`src/rtl/sbqm_queue_core_pkg.sv`:
```
// Shared constants for the single-server queue manager: default counter width,
// wait-time output width and the service time charged per waiting customer.
package sbqm_queue_core_pkg;

    localparam int N_DEFAULT = 3;
    localparam int WTIME_W   = N_DEFAULT + 2;
    localparam int SVC_TIME  = 3;

endpackage

```
`src/rtl/sbqm_queue_core_wait_time_rom.sv`:
```
// Registered wait-time estimate: floor(SVC_TIME*(pcount+tcount-1)/tcount), 0 when
// the queue is empty or no teller is active. One cycle latency, no backpressure.
module wait_time_rom
    import sbqm_queue_core_pkg::*;
#(
    parameter int N = N_DEFAULT
) (
    input  logic           clk,
    input  logic           rst,
    input  logic [N-1:0]   pcount,
    input  logic [1:0]     tcount,
    output logic [N+1:0]   wtime
);

    localparam int AW = N + 3;
    localparam int WW = N + 2;

    logic [AW-1:0] num;
    logic [AW-1:0] quo;
    logic [WW-1:0] wtime_d;
    logic [WW-1:0] wtime_q;

    always_comb begin
        num = AW'(SVC_TIME) * (AW'(pcount) + AW'(tcount) - AW'(1));
        quo = '0;
        // Teller count is at most 3, so the divide collapses to three constant cases.
        case (tcount)
            2'd1:    quo = num;
            2'd2:    quo = num >> 1;
            2'd3:    quo = num / AW'(3);
            default: quo = '0;
        endcase
        wtime_d = (pcount == '0) ? '0 : WW'(quo);
    end

    always_ff @(posedge clk) begin
        if (!rst) begin
            wtime_q <= '0;
        end else begin
            wtime_q <= wtime_d;
        end
    end

    assign wtime = wtime_q;

endmodule

```
`src/rtl/sbqm_queue_core.sv`:
```
// Saturating queue occupancy counter with registered full/empty flags and wait-time estimate.
// Latency: count/flags one cycle, Wtime one cycle after Pcount/Tcount. No backpressure.
module sbqm_queue_core
    import sbqm_queue_core_pkg::*;
#(
    parameter int N = N_DEFAULT
) (
    input  logic           clk,
    input  logic           rst,
    input  logic           inc,
    input  logic           dec,
    input  logic [1:0]     Tcount,
    output logic [N-1:0]   Pcount,
    output logic [N+1:0]   Wtime,
    output logic           Full_F,
    output logic           Empty_F
);

    localparam logic [N-1:0] P_MAX = '1;

    logic [N-1:0] pcount_d, pcount_q;
    logic         full_d,   full_q;
    logic         empty_d,  empty_q;

    always_comb begin
        pcount_d = pcount_q;
        case ({inc, dec})
            2'b10: if (pcount_q != P_MAX) pcount_d = pcount_q + N'(1);
            2'b01: if (pcount_q != '0)    pcount_d = pcount_q - N'(1);
            // An arrival and a departure cancel, but nobody can be served from an empty queue.
            2'b11: if (pcount_q == '0)    pcount_d = N'(1);
            default: ;
        endcase
        full_d  = (pcount_d == P_MAX);
        empty_d = (pcount_d == '0);
    end

    always_ff @(posedge clk) begin
        if (!rst) begin
            pcount_q <= '0;
            full_q   <= 1'b0;
            empty_q  <= 1'b1;
        end else begin
            pcount_q <= pcount_d;
            full_q   <= full_d;
            empty_q  <= empty_d;
        end
    end

    wait_time_rom #(.N(N)) u_wait_time_rom (
        .clk    (clk),
        .rst    (rst),
        .pcount (pcount_q),
        .tcount (Tcount),
        .wtime  (Wtime)
    );

    assign Pcount  = pcount_q;
    assign Full_F  = full_q;
    assign Empty_F = empty_q;

endmodule

```
`config.mk`:
```
export PLATFORM = sky130hd
export DESIGN_NAME = sbqm_queue_core
export DESIGN_NICKNAME = d
export VERILOG_FILES = /design/src/rtl/sbqm_queue_core_pkg.sv /design/src/rtl/sbqm_queue_core_wait_time_rom.sv /design/src/rtl/sbqm_queue_core.sv
export SDC_FILE = /design/constraint.sdc
export NUM_CORES = 1
export LEC_CHECK = 0
export ABC_AREA = 1
export ABC_CLOCK_PERIOD_IN_PS = 7200
export CAP_MARGIN = 30
export CORE_MARGIN = 2
export CORE_UTILIZATION = 55
export CTS_BUF_LIST = sky130_fd_sc_hd__clkbuf_4
export CTS_CLUSTER_DIAMETER = 40
export CTS_CLUSTER_SIZE = 14
export DETAILED_ROUTE_END_ITERATION = 8
export HOLD_SLACK_MARGIN = 0.12
export PLACE_DENSITY = 0.88
export SLEW_MARGIN = 10
export SYNTH_ARGS = -nofsm -noshare
export SYNTH_HDL_FRONTEND = slang
export SYNTH_SLANG_ARGS = --single-unit
```
`constraint.sdc`:
```
create_clock -name clk -period 7.2 [get_ports clk]
set_input_delay 0.72 -clock clk [delete_from_list [all_inputs] [get_ports clk]]
set_output_delay 0.72 -clock clk [all_outputs]
set_load 0.01 [all_outputs]
```
* Word level (Yosys, flattened, before mapping)
Index checks and enable logic that the tools add are counted.
** Storage, ports and cells
- Word-level logic and storage cells :: 28
- Latch bits :: 0
- Memories kept :: 0
- Output and inout bits :: 10
- Register bits :: 10
- RAM bits :: 0
- ROM bits :: 0
** Operators by class
- Shift-type cells :: 0
- Equality and inequality tests :: 8
- Add/sub/neg operators :: 4
- Multipliers :: 1
- Order comparisons :: 0
- Mux-type cells :: 5
- Bitwise gates (word level) :: 1
- Reduce and logical (&&, ||, !) cells :: 4
- Divide/modulo/power cells :: 1
** Operators with widths (number)
- one-hot mux 5 bit (3 select lines) :: 1
- two-way mux 3 bit :: 3
- one-hot mux 3 bit (3 select lines) :: 1
- == test 2 bit, second input constant :: 4
- divider 6 x 2 -> 6 bit, second input constant :: 1
- zero test 3 bit :: 2
- multiplier 2 x 6 -> 6 bit, first input constant :: 1
- subtractor 6 x 1 -> 6 bit, second input constant :: 1
- adder 3 x 2 -> 4 bit :: 1
- == test 2 x 1 -> 1 bit, second input constant :: 2
- adder 3 x 1 -> 3 bit, second input constant :: 1
- == test 3 bit, second input constant :: 1
- != test 3 bit, second input constant :: 1
- nonzero test 3 bit :: 1
- subtractor 3 x 1 -> 3 bit, second input constant :: 1
- OR reduction 2 bit :: 1
- NOT 1 bit :: 1

* Logic depth before layout (Yosys ltp)
Gate-level depths: netlist of run 1.
- Depth in word-level cells :: 5
- Depth in mapped cells :: 25
- Gate-level depth less buffers :: 25

* Cells and area by module
Synthesis of run 1 repeated with hierarchy kept, for this count alone.
** Unflattened totals
- Cells, all modules :: 161
- Area total of the unflattened synthesis :: 1112.3 um2
** By module, submodules not included
- wait_time_rom :: area each 735.7 um2, seq. area each 100.1 um2, times used 1, cells each 104
- sbqm_queue_core :: area each 376.6 um2, seq. area each 100.1 um2, times used 1, cells each 57

* Least setup slack after synthesis of run 1
OpenSTA, ideal clock, no wires.
- Kind :: input to register
- Start :: in Tcount[0]
- End :: reg u_wait_time_rom.wtime_q[0], in the netlist u_wait_time_rom.wtime[0]
- Setup slack :: 3.486 ns
- Arrival :: 3.648 ns
- Buffers on the path :: 0
- Stages on the path :: 21
- Path through :: ha_1 fa_1 inv_1 ha_1 xnor2_1 ha_1 a21oi_1 nand3_1 nand2_4 bufinv_8 nand3_1 nand2_1 nand2_1 nand2_1 nand2_2 nand2_1 nand2_1 nand2_1 nand2_1 nand2_1 a21oi_2
** Between the ends
- Cells in the longest elaborated chain, start to end :: 5
** RTL lines
- start, declared :: line sbqm_queue_core.sv:12 : input logic [1:0] Tcount,
- adder 3 x 2 -> 4 bit :: line sbqm_queue_core_wait_time_rom.sv:24 : num = AW'(SVC_TIME) * (AW'(pcount) + AW'(tcount) - AW'(1));
- subtractor 6 x 1 -> 6 bit :: line sbqm_queue_core_wait_time_rom.sv:24
- multiplier 2 x 6 -> 6 bit :: line sbqm_queue_core_wait_time_rom.sv:24
- divider 6 x 2 -> 6 bit :: line sbqm_queue_core_wait_time_rom.sv:30 : 2'd3: quo = num / AW'(3);
- one-hot mux 5 bit (3 select lines) (*) :: line sbqm_queue_core_wait_time_rom.sv:27 : case (tcount)
- end signal, assigned :: line sbqm_queue_core_wait_time_rom.sv:40 : wtime_q <= wtime_d;
- end, declared :: line sbqm_queue_core_wait_time_rom.sv:21 : logic [WW-1:0] wtime_q;
Every way passes the cells marked *; elsewhere a longest branch is shown, timed or not.
A chain may end at the register's enable or synchronous reset.

* Final worst setup path of run 1
Same ends and word-level chain as after synthesis.

==> run summary, run 1 <==
Maxcap violations = 0
Routed wire per std cell = 11.83 um
Area delta synth->final = 19.61%
Vias in the first global route = 952
Post-Synthesis Net Count = 172
Die area = 0.002254 mm^2
TritonCTS Buffers = 3
Dpl cell area = 0.001221 mm^2
HPWL after DPL = 1902 um
Fin. max-slew vios = 0
Setup crit start kind = input port
Antenna cells = 0
Final sum of negative setup slack = 0 ns
Met1 Usage GRT = 29.22%
Setup Skew = 0.004079 ns
Hold path cells = 3
Vias per Instance = 5.389
Setup CP Type = in -> reg
R2R depth = 19
Final GP Congestion = 0.9358
Global routing's busiest layer = met2
CP max stage delay = 0.59 ns
GR Util met2 = 41.62%
Synthesized area = 0.001040 mm^2
Routed WL = 2283 um
Hold EP = Pcount[0]
RR Endpoint = u_wait_time_rom.wtime[0]
Gr usage total = 23.82%
PostCTS Resize Cnt = 0
Setup violations, final = 0
Overflow after GRT = 0
Final period utilization = 60.20%
Port bufs = 15
Pleak = 0.0006180 uW
DRT Pass-1 Iters = 4
Crit-path max FO = 5
Worst endpoint required time = 7.40 ns
CTS tree = done
CP startpoint = Tcount[0]
Tmin final = 4.334 ns
Total power = 380.2 uW
Layout cells sized above 1 = 11.31%
Final nets = 192
Initial Utilization = 59.57%
Initial antenna violation count = 0
DIE HEIGHT = 47.48 um
Final instance area = 0.001244 mm^2
Post-CTS Repair Setup Buffers = 0
Worst R2R Setup Slack = 3.48 ns
Final Hold Fails = 0
First-pass GRT wire length = 3815 um
Hold wc startpoint = Pcount[0]
Crit. End Element = register
Status = complete, no violations
F_max = 230.7 MHz
Final ANT Viol Nets = 0
Distinct cells, synth = 27
Type of the worst min-delay path = reg -> reg
Slew headroom = 72.27%
Syn avg cell area = 6.932 um^2
CTS root buffer = clkbuf_4
Mapped Cells = 150
Worst-margin pin slew = 0.4132 ns
CP delay by family, top = adder cells
Post-route DRC violation count = 0
Clk slew on worst S/H paths = 0.06 ns
Seq cells post-synth = 10
CP most frequent cell = nand2_1
Crit path max-delay cell type = fa_1
CTS Hold Buffers Added = 0
Max H-tree Level = 1
First DRT Iteration DRCs = 28
GR Layer Usage met3 = 2.264%
Largest net degree at the start of global routing = 9
R2r startpoint = Pcount[0]
Vias = 1,040
P per Cell Area = 305.7 mW/mm^2
DIE WIDTH = 47.48 um
Peak supply drop = 209.9 uV
CP arrival = 4.53 ns
Worst path bufs/invs = 3
Core Area = 0.001745 mm^2
Worst-Skew Late Latency = 0.26 ns
Clock Path Buffers = 2
Crit-path cells = clkdlybuf4s50_1 > ha_1 > fa_1 > inv_1 > ha_1 > xnor2_1 > ha_1 > a21oi_1 > nand3_1 > nand2_4 > bufinv_8 > nand2_2 > nand4_1 > nand2_2 > nand2_1 > nand2_1 > nand2_1 > nand2_1 > nand2_1 > a21oi_2
Row count = 15
Sequential share of the synthesized area = 19.25%
CTS sink count = 10
Unrepaired setup endpoints after global routing = false
I/O pin cnt = 16
Ys Warns = 0
[layout by cell type, fill, tap and decap left out, drive strengths merged, types with 2 or more instances in the layout]
cell,count
nor2,10
inv,26
a31oi,3
fa,2
nand4,2
nand2,43
a21oi,9
clkdlybuf4s50,15
dfxtp,10
xnor2,2
nor3,2
ha,14
o21ai,5
nand3,14
clkbuf,3
o22ai,2
[per-layer routing]
metal,up-vias,part of all wire [%]
met5,-,0
met4,0,1.8
met3,5,5.1
met2,36,49
met1,475,44
li1,524,-
[registers in the layout, summed over array words and instances (netlist names)]
| name | cells |
|---|---|
| u_wait_time_rom.wtime | 5 |
| Pcount | 3 |
| Empty_F | 1 |
| Full_F | 1 |
[worst max path at each step]
stage	endpoint	slack (ns)	cells past startpoint
2_1_floorplan	u_wait_time_rom.wtime[0]	3.49	21
3_3_place_gp	u_wait_time_rom.wtime[0]	2.83	23
3_5_place_dp	u_wait_time_rom.wtime[0]	2.62	20
4_1_cts	u_wait_time_rom.wtime[0]	2.87	20
5_1_grt	u_wait_time_rom.wtime[0]	2.58	23
6_report	u_wait_time_rom.wtime[0]	2.87	20
[synth_stat cells]
cell type	instances	area share, %
dfxtp_1	10	19
xor2_1	1	0.84
nand2_2	6	3.6
nor3_1	2	0.96
nand4_1	1	0.60
o21ai_1	1	0.48
xnor2_1	2	1.7
inv_1	24	8.7
nand3_1	13	6.3
nand4_2	1	1.2
nor2_1	10	3.6
o21ai_0	4	1.9
nor4_1	1	0.60
fa_1	2	3.9
o21bai_1	1	0.72
nand2_1	33	12
a311oi_1	1	0.84
nand2_4	4	4.3
a31oi_1	3	1.8
ha_1	14	17
o22ai_1	2	1.2
a21oi_2	1	0.84
nand3_2	1	0.96
a21oi_1	8	3.9
bufinv_8	1	1.7
inv_2	2	0.72
o211ai_1	1	0.72
[cells by family (layout without fill, tap and decap cells)]
kind of cell             Yosys count  in the layout  share of synthesized area, %
AO/OA/AOI/OAI                     22             22                         12.40
XOR/XNOR                           3              3                         2.528
adder cells (fa/ha/maj)           16             16                         20.70
buffers and inverters             27             45                         11.07
flip-flops                        10             10                         19.25
AND/OR/NAND/NOR                   72             72                         34.06
[where the power goes]
part	switching (uW)	internal, uW	total (uW)
clock network	17.0	19.2	36.2
logic	165	112	277
registers	4.39	62.8	67.1
total	187	194	380
[area by class of cell]
| type | instances | area, um^2 |
|---|---|---|
| clock buffer | 3 | 22.52 |
| fill | 146 | 501.7 |
| inverter | 27 | 115.1 |
| multi-input combinational | 113 | 724.4 |
| sequential | 10 | 200.2 |
| tap | 25 | 31.28 |
| timing repair buffer | 15 | 150.1 |
[worst reg2reg max path: stages (launching register included)]
cell,delay [ns]
dfxtp_1,0.36
ha_1,0.23
fa_1,0.59
inv_1,0.08
ha_1,0.29
xnor2_1,0.37
ha_1,0.36
a21oi_1,0.21
nand3_1,0.15
nand2_4,0.12
bufinv_8,0.18
nand2_2,0.07
nand4_1,0.14
nand2_2,0.13
nand2_1,0.06
nand2_1,0.06
nand2_1,0.05
nand2_1,0.06
nand2_1,0.06
a21oi_2,0.10
[through the flow]
stage	hold WS, ns	utilization, %	std cells	worst slack [ns]
finish	0.7814	71.25	193	2.866
CTS	0.7709	71.25	193	2.873
detailed placement	0.7328	69.96	190	2.623
global placement	0.6899	69.96	190	2.828
floorplan	0.6633	-	150	3.486
global route	0.8236	71.25	193	2.585
Power figures use the tool's default switching activity.
==> inputs of run 2 (changes only) <==
- ABC_CLOCK_PERIOD_IN_PS: 7200 -> 4550
- clock period: 7.2 -> 4.55 ns (I/O delays scaled with it)
==> run summary, run 2 (synthesis results as in run 1) <==
Row count = 15
Final period utilization = 88.32%
Post-layout util = 71.47%
Hold path cells = 3
Sequential power share = 17.6%
P per Cell Area = 481.2 mW/mm^2
Worst R2R Setup Slack = 0.88 ns
Vias per Instance = 5.320
Clock power frac = 10.0%
PostCTS Resize Cnt = 0
Commonest non-fill, non-tap cell in the layout = nand2_1
Area delta synth->final = 19.98%
CTS sink count = 10
Hold wc startpoint = Pcount[0]
Setup crit start kind = input port
Worst-Skew Late Latency = 0.26 ns
Initial antenna violation count = 0
Commonest cells after routing, fill and taps aside = nand2_1, inv_1, clkdlybuf4s50_1
Post-CTS Repair Setup Buffers = 0
Switching share of power = 48.75%
First DRT Iteration DRCs = 36
Final nets = 192
Final-layout fill cell count = 140
Unrepaired setup endpoints after global routing = false
Final ANT Viol Nets = 0
DIE HEIGHT = 47.48 um
Final instance area = 0.001247 mm^2
Clk slew on worst S/H paths = 0.06 ns
DIE WIDTH = 47.48 um
Vias = 1,032
Tmin final = 4.018 ns
Maxcap violations = 0
Hold EP = Pcount[0]
Antenna cells = 0
Dpl cell area = 0.001221 mm^2
Slew headroom = 75.14%
Vias in the first global route = 895
CTS Hold Buffers Added = 0
Layout cells sized above 1 = 11.24%
Final GP Congestion = 0.9351
Setup Skew = 0.0005005 ns
HPWL after DPL = 1761 um
Footprint of the multi-input gates = 724.4 um^2
Psw = 292.6 uW
Worst-margin pin slew = 0.3704 ns
Final Hold Fails = 0
Routed WL = 2130 um
Initial Utilization = 59.57%
First-pass GRT wire length = 3546 um
Overflow after GRT = 0
Worst endpoint required time = 4.75 ns
R2R depth = 21
R2r startpoint = Pcount[0]
Max H-tree Level = 1
CTS tree = done
Peak supply drop = 298.8 uV
Final sum of negative setup slack = 0 ns
Post-route DRC violation count = 0
Setup violations, final = 0
Reg area = 200.2 um^2
Routed wire per std cell = 10.98 um
Type of the worst min-delay path = reg -> reg
Pleak = 0.0006196 uW
Crit-path max FO = 5
Crit. End Element = register
Largest net degree at the start of global routing = 9
Clock Path Buffers = 2
RR Endpoint = u_wait_time_rom.wtime[0]
DRT Pass-1 Iters = 4
Core Area = 0.001745 mm^2
CTS root buffer = clkbuf_4
Die area = 0.002254 mm^2
F_max = 248.9 MHz
TritonCTS Buffers = 3
I/O pin cnt = 16
Fin. max-slew vios = 0
CP arrival = 4.22 ns
Gr usage total = 22.27%
Number of flip-flops in the largest register = 5
Pint = 307.6 uW
Status = complete, no violations
Combinational share of power = 72.4%
Port bufs = 15
Setup CP Type = in -> reg
## run 2: changes by cell type in the layout (fill, tap and decap cells not counted)
cell and delta:
clkinv_1 +1
## run 2: power by group through the flow
stage,Sequential (uW),Clock [uW],Combinational (uW)
4_1_cts,106,60.8,431
2_1_floorplan,113,0,332
3_5_place_dp,108,0,429
3_3_place_gp,108,0,408
5_1_grt,107,66.4,487
6_report,106,59.8,435
## run 2: final cells by class
| type | instances | share of cell area, % |
|---|---|---|
| Multi-Input combinational cell | 113 | 58.07 |
| Sequential cell | 10 | 16.05 |
| Timing Repair Buffer | 15 | 12.04 |
| Inverter | 27 | 9.228 |
| Tap cell | 25 | 2.508 |
| Clock buffer | 3 | 1.805 |
| Clock inverter | 1 | 0.3009 |
## run 2: worst max-delay path: stages
cell and delay, ns:
clkdlybuf4s50_1 0.47, ha_1 0.26, fa_1 0.59, inv_1 0.06, ha_1 0.28, xnor2_1 0.36, ha_1 0.35, a21oi_1 0.20
nand3_1 0.14, nand2_4 0.12, bufinv_8 0.18, nand3_1 0.10, nand2_1 0.06, nand2_1 0.06, nand2_1 0.06, nand2_2 0.08
nand2_1 0.06, nand2_1 0.07, nand2_1 0.05, nand2_1 0.05, nand2_1 0.06, a21oi_2 0.10
## run 2: per-layer routing
metal | vias to the layer above | GRT usage (%) | part of all wire [%]
met2 | 46 | 40.27 | 48
met3 | 8 | 1.132 | 5.4
met1 | 451 | 26.73 | 43
met4 | 0 | 10.56 | 2.9
li1 | 527 | - | -
met5 | - | 0 | 0
## run 2: per-stage QoR
step | hold slack (ns) | setup WS [ns] | total power, uW | instances
2_1_floorplan | 0.6389 | 1.101 | 445.3 | 150
3_3_place_gp | 0.6918 | 0.4690 | 515.8 | 190
5_1_grt | 0.8189 | 0.2225 | 661.2 | 194
6_report | 0.7258 | 0.5315 | 600.2 | 194
3_5_place_dp | 0.7074 | 0.2786 | 537.5 | 190
4_1_cts | 0.7228 | 0.5380 | 598.4 | 194
## run 2: worst max-delay path by stage
stage,start,end,slack (ns),depth (start not counted)
after floorplan,Tcount[0],u_wait_time_rom.wtime[0],1.10,21
after global placement,Tcount[0],u_wait_time_rom.wtime[0],0.47,23
after detailed placement,Tcount[0],u_wait_time_rom.wtime[0],0.28,23
after CTS,Tcount[0],u_wait_time_rom.wtime[0],0.54,22
after global routing,Tcount[0],u_wait_time_rom.wtime[0],0.22,23
final,Tcount[0],u_wait_time_rom.wtime[0],0.53,22
==> inputs of run 3 (changes only) <==
- ABC_AREA: 1 -> default
- PLACE_DENSITY: 0.88 -> 0.87
==> run summary, run 3 <==
Post-route DRC violation count = 0
Vias = 1,137
CP max stage delay = 0.52 ns
GR Util met2 = 44.67%
Pre-CTS setup slack = 0.1205 ns
R2R depth = 14
TritonCTS Buffers = 3
Clock Path Buffers = 2
CTS tree = done
RR Endpoint = u_wait_time_rom.wtime[0]
Crit path max-delay cell type = fa_1
Final nets = 190
Core Area = 0.001982 mm^2
Antenna cells = 0
Crit-path max FO = 3
Setup crit start kind = input port
P per Cell Area = 460.6 mW/mm^2
Layout cells sized above 1 = 11.45%
Peak supply drop = 315.0 uV
Worst R2R Setup Slack = 0.64 ns
Synthesized area = 0.001156 mm^2
Setup violations, final = 0
Gr usage total = 22.87%
Post-CTS Repair Setup Buffers = 0
Fin. max-slew vios = 0
Hold wc startpoint = Pcount[0]
DRT Pass-1 Iters = 5
Distinct cells, synth = 49
Number of flip-flops in the largest register = 5
DIE HEIGHT = 49.85 um
CP delay by family, top = adder cells
Vias in the first global route = 1,055
Sequential share of the synthesized area = 17.32%
Dpl cell area = 0.001360 mm^2
Worst endpoint required time = 4.71 ns
Synth area leader = dfxtp_1
R2r startpoint = Pcount[0]
Maxcap violations = 0
Post-synth top flop = dfxtp_1
Port bufs = 15
Met1 Usage GRT = 25.19%
Pleak = 0.0005882 uW
Cells after DPL = 190
Global routing's busiest layer = met2
First DRT Iteration DRCs = 29
Commonest cells after routing, fill and taps aside = clkdlybuf4s50_1, ha_1, inv_1
Worst path bufs/invs = 2
Initial Utilization = 58.33%
Row count = 16
Post-synth top cells = ha_1, inv_1, nor2_1
Final period utilization = 91.64%
GR Layer Usage met3 = 4.545%
CP most frequent cell = xnor2_1
Finished Layout Cells = 193
I/O pin cnt = 16
Hold path cells = 2
Worst-margin pin slew = 0.3922 ns
CP arrival = 4.33 ns
Area delta synth->final = 19.59%
Final Hold Fails = 0
Total power = 636.8 uW
Hold EP = Full_F
Async SR Flop Fraction = 0%
Type of the worst min-delay path = reg -> reg
CTS Hold Buffers Added = 0
Syn avg cell area = 7.973 um^2
Overflow after GRT = 0
Count leader, synth = ha_1
Slew headroom = 73.67%
Post-synth top area share = 17.32%
Max H-tree Level = 1
Final ANT Viol Nets = 0
Worst-Skew Late Latency = 0.26 ns
Ys Warns = 0
Mapped Cells = 145
Cell count along the critical path = 15
Tmin final = 4.170 ns
Unrepaired setup endpoints after global routing = false
Post-Synthesis Net Count = 167
Post-synth EDFFs = 0
Setup CP Type = in -> reg
First-pass GRT wire length = 4491 um
Crit. End Element = register
Crit-path cells = clkdlybuf4s50_1 > ha_1 > fa_1 > inv_1 > ha_1 > xnor2_1 > xnor2_1 > ha_1 > a21o_1 > a21oi_2 > xnor2_1 > xnor2_1 > o211a_1 > or3_1 > a41o_1
Vias per Instance = 5.891
Setup Skew = 0.006657 ns
Final sum of negative setup slack = 0 ns
Routed wire per std cell = 13.39 um
Commonest non-fill, non-tap cell in the layout = clkdlybuf4s50_1
HPWL after DPL = 2110 um
PostCTS Resize Cnt = 0
Synth top area cells = dfxtp_1, ha_1, xnor2_1
Post-route setup slack = 0.3804 ns
Final instance area = 0.001383 mm^2
F_max = 239.8 MHz
Seq cells post-synth = 10
DIE WIDTH = 49.85 um
Die area = 0.002485 mm^2
Status = complete, no violations
Final GP Congestion = 0.8806
Largest net degree at the start of global routing = 13
Initial antenna violation count = 0
CTS sink count = 10
CTS root buffer = clkbuf_4
Clk slew on worst S/H paths = 0.06 ns
Routed WL = 2585 um
-- run 3: per-layer routing --
layer	vias up	wire length (um)
met3	5	127
met2	41	1320
met5	-	0
met1	523	1115
met4	0	22
li1	568	-
-- run 3: worst reg2reg max path, stage by stage (launching register included) --
cell     delay (ns)
dfxtp_1        0.37
ha_1           0.26
fa_1           0.52
inv_1          0.05
ha_1           0.21
xnor2_1        0.14
xnor2_1        0.34
ha_1           0.32
a21o_1         0.21
a21oi_2        0.19
xnor2_1        0.22
xnor2_1        0.17
o211a_1        0.24
or3_1          0.34
a41o_1         0.23
-- run 3: worst max path at each step --
stage,from,endpoint,slack (ns)
finish,Tcount[0],u_wait_time_rom.wtime[0],0.38
global route,Tcount[0],u_wait_time_rom.wtime[0],0.18
CTS,Tcount[0],u_wait_time_rom.wtime[0],0.39
detailed placement,Tcount[0],u_wait_time_rom.wtime[0],0.12
global placement,Tcount[0],u_wait_time_rom.wtime[0],0.21
floorplan,Tcount[0],u_wait_time_rom.wtime[0],0.49
-- run 3: cells by family after synthesis --
| kind of cell | share of synthesized area [%] |
|---|---|
| and+or+nand+nor | 20.46 |
| AOI/OAI and AO/OA | 28.90 |
| buffers and inverters | 7.684 |
| adders and majority gates | 18.62 |
| DFF | 17.32 |
| xor gates and xnor gates | 6.061 |
| muxes | 0.9740 |
-- run 3: per-stage QoR --
stage / hold slack, ns / util, %
after floorplan: 0.6224 / -
after global placement: 0.6837 / 68.62
after detailed placement: 0.6995 / 68.62
after CTS: 0.7159 / 69.76
after global routing: 0.7635 / 69.76
final: 0.7271 / 69.76
-- run 3: where the power goes --
group | internal, uW | switching (uW) | total, uW
clock network | 30.4 | 26.9 | 57.2
registers | 96.9 | 5.89 | 103
logic | 211 | 266 | 477
total | 338 | 299 | 637
-- run 3: area by class of cell --
class / instances / area, um^2
inverter: 13 / 48.80
multi-input combinational: 117 / 867.1
timing repair buffer: 23 / 210.2
fill: 142 / 599.3
sequential: 10 / 200.2
clock buffer: 3 / 22.52
tap: 27 / 33.78
